[src/rtl/fd_latch.sv]
// ---------------------------------------------------------------------------
// fd_latch -- fetch/decode pipeline register
//
// Captures the fetched instruction word and its PC on each rising clock edge
// and splits the registered word into decode fields for the register file,
// the immediate sign-extender (sx_32bit) and the decode/execute latch.
// Supports stall (hold contents) and flush (insert a bubble). All outputs
// are derived from registered state only, so no input reaches an output
// combinationally.
//
// Ports:
//   clock      in   1   rising-edge clock
//   reset      in   1   asynchronous, active-low; clears all state
//   pc_in      in  32   PC+1 of the fetched instruction
//   insn_in    in  32   instruction word from instruction memory
//   in_valid   in   1   fetch stage presents a real instruction
//   stall      in   1   hold current contents
//   flush      in   1   replace contents with a bubble (wins over stall)
//   pc_out     out 32   registered PC
//   insn_out   out 32   registered instruction
//   valid_out  out  1   registered instruction is real
//   opcode/rd/rs/rt/shamt/aluop  out 5 each, bit slices of insn_out
//   imm17      out 17   insn_out[16:0], unextended (feeds sx_32bit)
//   target     out 27   insn_out[26:0]
//   is_r/is_i/is_j1/is_j2  out 1 each, one-hot class, 0 when not valid
//   held       out  1   contents were held on the previous edge
// ---------------------------------------------------------------------------
module fd_latch (
    input  logic        clock,
    input  logic        reset,
    input  logic [31:0] pc_in,
    input  logic [31:0] insn_in,
    input  logic        in_valid,
    input  logic        stall,
    input  logic        flush,
    output logic [31:0] pc_out,
    output logic [31:0] insn_out,
    output logic        valid_out,
    output logic [4:0]  opcode,
    output logic [4:0]  rd,
    output logic [4:0]  rs,
    output logic [4:0]  rt,
    output logic [4:0]  shamt,
    output logic [4:0]  aluop,
    output logic [16:0] imm17,
    output logic [26:0] target,
    output logic        is_r,
    output logic        is_i,
    output logic        is_j1,
    output logic        is_j2,
    output logic        held
);

    // add $0,$0,$0 encodes as all zeros
    localparam logic [31:0] NOP = 32'h0000_0000;

    logic [31:0] r_pc;
    logic [31:0] r_insn;
    logic        r_valid;
    logic        r_held;

    logic [4:0]  w_opcode;
    logic        w_is_r;
    logic        w_is_i;
    logic        w_is_j1;
    logic        w_is_j2;

    // ---- fetch -> decode register ----
    // Flush has priority over stall so a taken branch always squashes the
    // instruction even while the hazard unit is holding the pipe.
    always_ff @(posedge clock or negedge reset) begin
        if (!reset) begin
            r_pc    <= 32'd0;
            r_insn  <= NOP;
            r_valid <= 1'b0;
            r_held  <= 1'b0;
        end else if (flush) begin
            r_pc    <= 32'd0;
            r_insn  <= NOP;
            r_valid <= 1'b0;
            r_held  <= 1'b0;
        end else if (stall) begin
            r_held  <= 1'b1;
        end else begin
            r_pc    <= pc_in;
            r_insn  <= in_valid ? insn_in : NOP;
            r_valid <= in_valid;
            // a fetch bubble is not a hold, so held stays low
            r_held  <= 1'b0;
        end
    end

    // ---- decode (combinational from registered word) ----
    assign w_opcode = r_insn[31:27];

    // Unlisted opcodes leave every class flag low while valid stays high;
    // downstream treats that as a NOP.
    always_comb begin
        w_is_r  = 1'b0;
        w_is_i  = 1'b0;
        w_is_j1 = 1'b0;
        w_is_j2 = 1'b0;
        if (r_valid) begin
            case (w_opcode)
                5'b00000:                               w_is_r  = 1'b1;
                5'b00101, 5'b00111, 5'b01000,
                5'b00010, 5'b00110:                     w_is_i  = 1'b1;
                5'b00001, 5'b00011, 5'b10101, 5'b10110: w_is_j1 = 1'b1;
                5'b00100:                               w_is_j2 = 1'b1;
                default: ;
            endcase
        end
    end

    assign pc_out    = r_pc;
    assign insn_out  = r_insn;
    assign valid_out = r_valid;
    assign held      = r_held;

    assign opcode = w_opcode;
    assign rd     = r_insn[26:22];
    assign rs     = r_insn[21:17];
    assign rt     = r_insn[16:12];
    assign shamt  = r_insn[11:7];
    assign aluop  = r_insn[6:2];
    assign imm17  = r_insn[16:0];
    assign target = r_insn[26:0];

    assign is_r  = w_is_r;
    assign is_i  = w_is_i;
    assign is_j1 = w_is_j1;
    assign is_j2 = w_is_j2;

endmodule

[config.mk]
export PLATFORM = sky130hd
export DESIGN_NAME = fd_latch
export DESIGN_NICKNAME = d
export VERILOG_FILES = /design/src/rtl/fd_latch.sv
export SDC_FILE = /design/constraint.sdc
export NUM_CORES = 1
export LEC_CHECK = 0
export ABC_AREA = 0
export CAP_MARGIN = 20
export CORE_AREA = 5 5 117 91
export DETAILED_ROUTE_END_ITERATION = 10
export DIE_AREA = 0 0 122 96
export PLACE_DENSITY = 0.8
export SETUP_SLACK_MARGIN = 0.05
export SLEW_MARGIN = 15
export SYNTH_ARGS = -nofsm -noshare
export SYNTH_HDL_FRONTEND = slang
export SYNTH_SLANG_ARGS = --single-unit
[constraint.sdc]
create_clock -name clock -period 1.57 [get_ports clock]
set_input_delay 0.314 -clock clock [delete_from_list [all_inputs] [get_ports clock]]
set_output_delay 0.314 -clock clock [all_outputs]
set_load 0.02 [all_outputs]
==> key figures, run 1 <==
Placement
  • # port buffers: 212
  • GPL Wtd Cong: approximately 0.76
  • Detailed placement HPWL: 7500 um

Yosys
  • Yosys Warn Count: 0
  • List of most frequent post-synthesis cells: buf_4, dfrtp_1, nor2_1, a21oi_1
  • Ys async rst share: 100%
  • Post-Syn Instances: 339
  • Mean Syn Cell Area: ~10 um^2
  • Main synth FF type: dfrtp_1
  • Synth area leaders: dfrtp_1, buf_4, mux2i_1, nand3b_1, a21oi_1
  • Most frequent cell after synthesis: buf_4
  • Post-synthesis sequential area ratio: between 40% and 50%
  • Top-area cell type share of the netlist area: 48.7%
  • Post-synth EDFFs: 0
  • Synthesized area: 3390 um^2
  • Yosys top cell by area: dfrtp_1
  • Syn Nets: about 410
  • Synthesized flop and latch total: between 60 and 70
  • Unique cell type count in the Yosys netlist: 22

Finish
  • Nets: 556
  • Layout cell share with drive strength beyond 1: 12.0%
  • Final Util: ~56%
  • Layout area overhead: 57.0%
  • Ant diodes: 0

Global routing
  • Initial antenna violation count: 0
  • GRT busiest layer: met2
  • Met2 Resource Use GR: 28.6%
  • Met3 usage: 7.05%
  • GRT Residual Overflow: 0
  • Met1 usage: between 10% and 20%
  • Overall routing resource usage: roughly 17%
  • Largest net degree at the start of global routing: 67
  • Vias in the first global route: 2,964
  • First-pass GRT wire length: approximately 15,000 um

Timing
  • Final worst slack: -0.232 ns
  • Clk_skew: 0 ns
  • RSZ-0062 raised after global routing: yes
  • Slew of the pin with the lowest slew margin: 0.359 ns
  • Period minus WS final: 1.80 ns
  • Fmax: 0.555 GHz
  • Slew Limit Fails: 0
  • Worst relative slew slack: 76.1%
  • Final worst-path cycle share: 115%
  • Final Hold Vio Count: 0
  • Setup violations, final: 4

Worst setup path
  • Critical path arrival: 1.49 ns
  • Delay-heaviest family, CP: flip-flops
  • Cell-by-cell trace of the critical path: or3_4 -> a211oi_4 -> buf_6
  • Worst path max stage delay: around 0.40 ns
  • Startpoint types: flop
  • Worst path required time: 1.26 ns
  • Critical path class: reg2out
  • CP Max Fanout: 3
  • CP Capture Type: primary output
  • Worst path bufs/invs: 1
  • Crit-path slowest cell: dfrtp_1
  • R2r setup slk: 0.63 ns

Status
  • Failing checks: negative setup slack
  • Status: finished, violations left

Route
  • Iteration-0 DRC Markers: 107
  • Total wire length: 10,100 um
  • Vias per inst: ~4.6
  • WL/cell: 16.3 um
  • Routed vias: 2,889
  • DRT antenna net count: 0
  • Detailed Routing Iterations Pass 1: 4
  • Drt drc: 0

Power
  • Pwr Total: around 0.0047 W
  • Leakage power: 2.88 nW
  • PwrDens: 884 nW/um^2
  • Max IR drop VDD: 0.000627 V

Floorplanning
  • Core Region: 9430 um^2
  • Chip height: between 90 and 100 um
  • Die Width: 122 um
  • Initial core utilization: 36.0%
  • # IOs: 213
  • Die footprint: 11,700 um^2
  • Row cnt: 31

Flow run
  • Max cap viols: 0

Hold path
  • Hold crit path type: in2async

Clock tree
  • Root Buffer: clkbuf_16
  • Clock buffer count from CTS: 9
  • Clk Latency, worst-skew pair: 0.32 ns
  • Clk slew on worst S/H paths: ~0.050 ns
  • CTS Buffer Depth: 2
  • CTS H-tree depth: 3
  • Post-CTS setup buffers: 0
  • Sinks on Clock Net: 66
  • CTS tree: done
power by group:
part	total (W)	switching (W)	internal [W]
sequential	0.00184	0.0000602	0.00178
clock	0.00197	0.000674	0.00130
combinational	0.000890	0.000473	0.000417
final cells by class:
| cell class | instances | area [um^2] |
|---|---|---|
| Clock buffer | 12 | 256 |
| Clock inverter | 3 | 40.0 |
| Fill cell | 875 | 4100 |
| Inverter | 1 | 3.75 |
| Multi-Input combinational cell | 177 | 1100 |
| Sequential cell | 66 | 1650 |
| Tap cell | 132 | 165 |
| Timing Repair Buffer | 232 | 2100 |
path summary, 6_finish.rpt:
check	startpoint	to	cells after the start
max in group asynchronous	reset	insn_out[30]$_DFFE_PN0N_	2
hold reg to reg	pc_out[30]$_DFFE_PN0N_	pc_out[30]$_DFFE_PN0N_	2
min in group clock	stall	insn_out[15]$_DFFE_PN0N_	3
hold / removal	reset	insn_out[1]$_DFFE_PN0N_	2
setup reg to reg	insn_out[27]$_DFFE_PN0N_	insn_out[27]$_DFFE_PN0N_	3
setup / recovery	insn_out[28]$_DFFE_PN0N_	is_i	3
kinds of logic after synthesis:
family,count (synthesis),share of synthesized area [%]
buf+inv,96,19.8
mux,32,9.44
flops,66,48.7
compound gates,38,5.98
simple gates,107,16.1
layer usage:
layer | vias up | wire, um
li1 | 1340 | -
met1 | 1402 | 4110
met2 | 136 | 4910
met3 | 11 | 1040
met4 | 0 | 91
met5 | - | 0
state kept, by name (all words and copies together), names as in the netlist:
name and cells:
held 1, insn_out 32, pc_out 32, valid_out 1
metrics by stage:
step / setup slack, ns / area, um^2 / hold slack, ns / instances / setup TNS (ns)
4_1_cts: -0.257 / 5350 / 0.0107 / 623 / -0.870
5_1_grt: -0.307 / 5330 / 0.0351 / 623 / -1.08
3_3_place_gp: -0.370 / 5210 / 0.355 / 608 / -1.41
3_5_place_dp: -0.390 / 5210 / 0.362 / 608 / -1.50
2_1_floorplan: 0.0138 / 3400 / 0.0184 / 339 / 0
6_report: -0.232 / 5330 / 0.0108 / 623 / -0.783
placed cells by master (no fill, tap or decap), drive strengths merged, types with 2 or more instances in the layout:
| master | count |
|---|---|
| a21oi | 34 |
| buf | 29 |
| clkbuf | 20 |
| clkdlybuf4s50 | 65 |
| clkinv | 2 |
| dfrtp | 66 |
| dlygate4sd2 | 129 |
| mux2i | 32 |
| nand2 | 32 |
| nand3b | 31 |
| nor2 | 35 |
| nor2b | 3 |
timing repair:
item,in CTS,in global routing
pin swaps,2,2
setup endpoints to repair,144,12
resized for setup,179,13
hold buffers,0,0
No activity file was read; power rests on OpenSTA's default activity.
==> inputs of run 2 (changes only) <==
- CORE_AREA: 5 5 117 91 -> 5 5 116 90
- CTS_BUF_LIST: unset -> sky130_fd_sc_hd__clkbuf_4 sky130_fd_sc_hd__clkbuf_8
- CTS_CLUSTER_DIAMETER: unset -> 200
- DIE_AREA: 0 0 122 96 -> 0 0 121 95
- PLACE_DENSITY: 0.8 -> 0.81
==> run 2 against run 1 <==
Compared with the run above:
- sequential share of layout area up 0.45 points
- global-route usage is 0.092 points lower
- the flow still finishes with violations (negative setup slack)
- utilization fell by 0.35 points
- worst setup slack worse by 0.066 ns
- routed wire length fell by 2.1%
- sequential power is essentially flat
- total power decreased by 12%
- clock skew unchanged
==> key figures, run 2 (synthesized netlist as in run 1, its figures left out) <==
Route
  • Vias per inst: 4.55 (was 4.64)
  • Drt drc: 0 (unchanged)
  • Iteration-0 DRC Markers: 115 (was 107)
  • Total wire length: 9930 um (was 10,100 um)
  • Routed vias: 2,843 (was 2,889)
  • WL/cell: 15.9 um (was 16.3 um)
  • DRT antenna net count: 0 (unchanged)
  • Detailed Routing Iterations Pass 1: 4 (unchanged)

Floorplanning
  • # IOs: 213 (unchanged)
  • Chip height: 95 um (was 96 um)
  • Die footprint: 11,500 um^2 (was 11,700 um^2)
  • Row cnt: 31 (unchanged)
  • Initial core utilization: 36.3% (was 36.0%)
  • Die Width: 121 um (was 122 um)
  • Core Region: 9350 um^2 (was 9430 um^2)

Clock tree
  • Clock buffer count from CTS: 9 (unchanged)
  • CTS tree: done (unchanged)
  • Root Buffer: clkbuf_8 (was clkbuf_16)
  • Clk Latency, worst-skew pair: 0.33 ns (was 0.32 ns)
  • CTS Buffer Depth: 2 (unchanged)
  • Clk slew on worst S/H paths: 0.07 ns (was 0.05 ns)
  • CTS H-tree depth: 3 (unchanged)
  • Sinks on Clock Net: 66 (unchanged)

Hold path
  • Hold crit path type: in2reg (was in2async)

Worst setup path
  • R2r startpoint: insn_out[30]$_DFFE_PN0N_ (was insn_out[27]$_DFFE_PN0N_)
  • Crit path to: is_j1 (was is_i)
  • FF-to-FF path depth: 4 (was 3)
  • Worst path required time: 1.26 ns (about the same)
  • CP Capture Type: primary output (unchanged)
  • Setup crit start: insn_out[28]$_DFFE_PN0N_ (unchanged)
  • Critical path class: reg2out (unchanged)
  • R2r setup slk: 0.66 ns (was 0.63 ns)
  • Startpoint types: flop (unchanged)
  • R2r endpoint: insn_out[30]$_DFFE_PN0N_ (was insn_out[27]$_DFFE_PN0N_)
  • CP Max Fanout: 6 (was 3)
  • Critical path arrival: 1.55 ns (was 1.49 ns)

Flow run
  • Max cap viols: 0 (unchanged)

Timing
  • Setup violations, final: 6 (was 4)
  • Final worst-path cycle share: 119% (was 115%)
  • Slew Limit Fails: 0 (unchanged)
  • RSZ-0062 raised after global routing: yes (unchanged)
  • Clk_skew: 0 ns (unchanged)
  • Setup TNS: -1.06 ns (was -0.783 ns)
  • Period minus WS final: 1.87 ns (was 1.80 ns)
  • Final Hold Vio Count: 0 (unchanged)
  • Slew of the pin with the lowest slew margin: 0.350 ns (was 0.359 ns)
  • Worst relative slew slack: 76.7% (was 76.1%)
  • Final worst slack: -0.298 ns (was -0.232 ns)
  • Fmax: 0.535 GHz (was 0.555 GHz)
  • Hold_ws: 0.397 ns (was 0.0108 ns)

Finish
  • Final Util: 56.2% (was 56.5%)
  • Commonest non-fill, non-tap cell in the layout: dlygate4sd2_1 (unchanged)
  • Nets: 557 (was 556)
  • Ant diodes: 0 (unchanged)
  • Fill count: 839 (was 875)
  • Layout cell share with drive strength beyond 1: 11.6% (was 12.0%)
  • Layout area overhead: 54.7% (was 57.0%)
  • Final Cell Area: 5250 um^2 (was 5330 um^2)
  • Most frequent cells in the layout: dlygate4sd2_1, dfrtp_1, clkdlybuf4s50_1 (unchanged)

Placement
  • GPL Wtd Cong: 0.736 (was 0.764)
  • # port buffers: 212 (unchanged)
  • Placed cell areas: 5200 um^2 (was 5210 um^2)
  • Detailed placement HPWL: 7370 um (was 7500 um)

Global routing
  • Vias in the first global route: 2,938 (was 2,964)
  • Overall routing resource usage: 16.7% (was 16.8%)
  • GRT Residual Overflow: 0 (unchanged)
  • Largest net degree at the start of global routing: 67 (unchanged)
  • First-pass GRT wire length: 15,200 um (was 15,400 um)
  • Initial antenna violation count: 0 (unchanged)

Status
  • Status: finished, violations left (unchanged)
  • Failing checks: negative setup slack (unchanged)

Power
  • Max IR drop VDD: 0.000460 V (was 0.000627 V)
  • Leakage power: 2.84 nW (was 2.88 nW)
  • PwrDens: 790 nW/um^2 (was 884 nW/um^2)
[run 2: worst min path at each step]
stage | startpoint | to | cells after the start
2_1_floorplan | reset | held$_DFF_PN0_ | 0
3_3_place_gp | reset | pc_out[6]$_DFFE_PN0N_ | 2
3_5_place_dp | reset | pc_out[10]$_DFFE_PN0N_ | 2
4_1_cts | stall | insn_out[24]$_DFFE_PN0N_ | 3
5_1_grt | stall | insn_out[18]$_DFFE_PN0N_ | 3
6_report | stall | insn_out[24]$_DFFE_PN0N_ | 3
[run 2: per-stage QoR]
step                instances  setup slack (ns)  power [W]
finish                    625            -0.298    0.00414
global route              625            -0.387    0.00437
detailed placement        607            -0.364    0.00288
global placement          607            -0.342    0.00286
CTS                       625            -0.331    0.00422
floorplan                 339            0.0138    0.00237
[run 2: per-layer routing]
metal	GRT usage, %	routed length [um]
met3	7.78	1030
met2	27.2	4810
met1	20.3	4050
met5	0	0
met4	4.06	29
[run 2: layout make-up]
| cell class | instances | area [um^2] | share of cell area [%] |
|---|---|---|---|
| inverters | 1 | 3.75 | 0.0715 |
| multi-input cells | 177 | 1100 | 20.9 |
| flip-flops and latches | 66 | 1650 | 31.5 |
| repair buffers | 233 | 2130 | 40.6 |
| well taps | 132 | 165 | 3.15 |
| clock buffers | 9 | 124 | 2.36 |
| clock inverters | 7 | 77.6 | 1.48 |
[run 2: critical path, cell delays in order, from the launching register on]
cell	delay, ns
dfrtp_1	0.39
buf_6	0.12
buf_6	0.12
and3b_1	0.20
o21ai_1	0.06
a21oi_1	0.15
buf_4	0.18
[run 2: where the power goes]
group	total, W	switching [W]	internal (W)
sequential	0.00184	0.0000582	0.00178
clock	0.00142	0.000673	0.000743
combinational	0.000892	0.000472	0.000420
[run 2: what timing repair did]
item | 4_1_cts | 5_1_grt
cloned | 0 | 0
buffers inserted | 1 | 0
resized for setup | 174 | 11
pin swaps | 3 | 1
hold endpoints to repair | 53 | 0
hold buffers | 1 | 0
setup endpoints to repair | 144 | 13
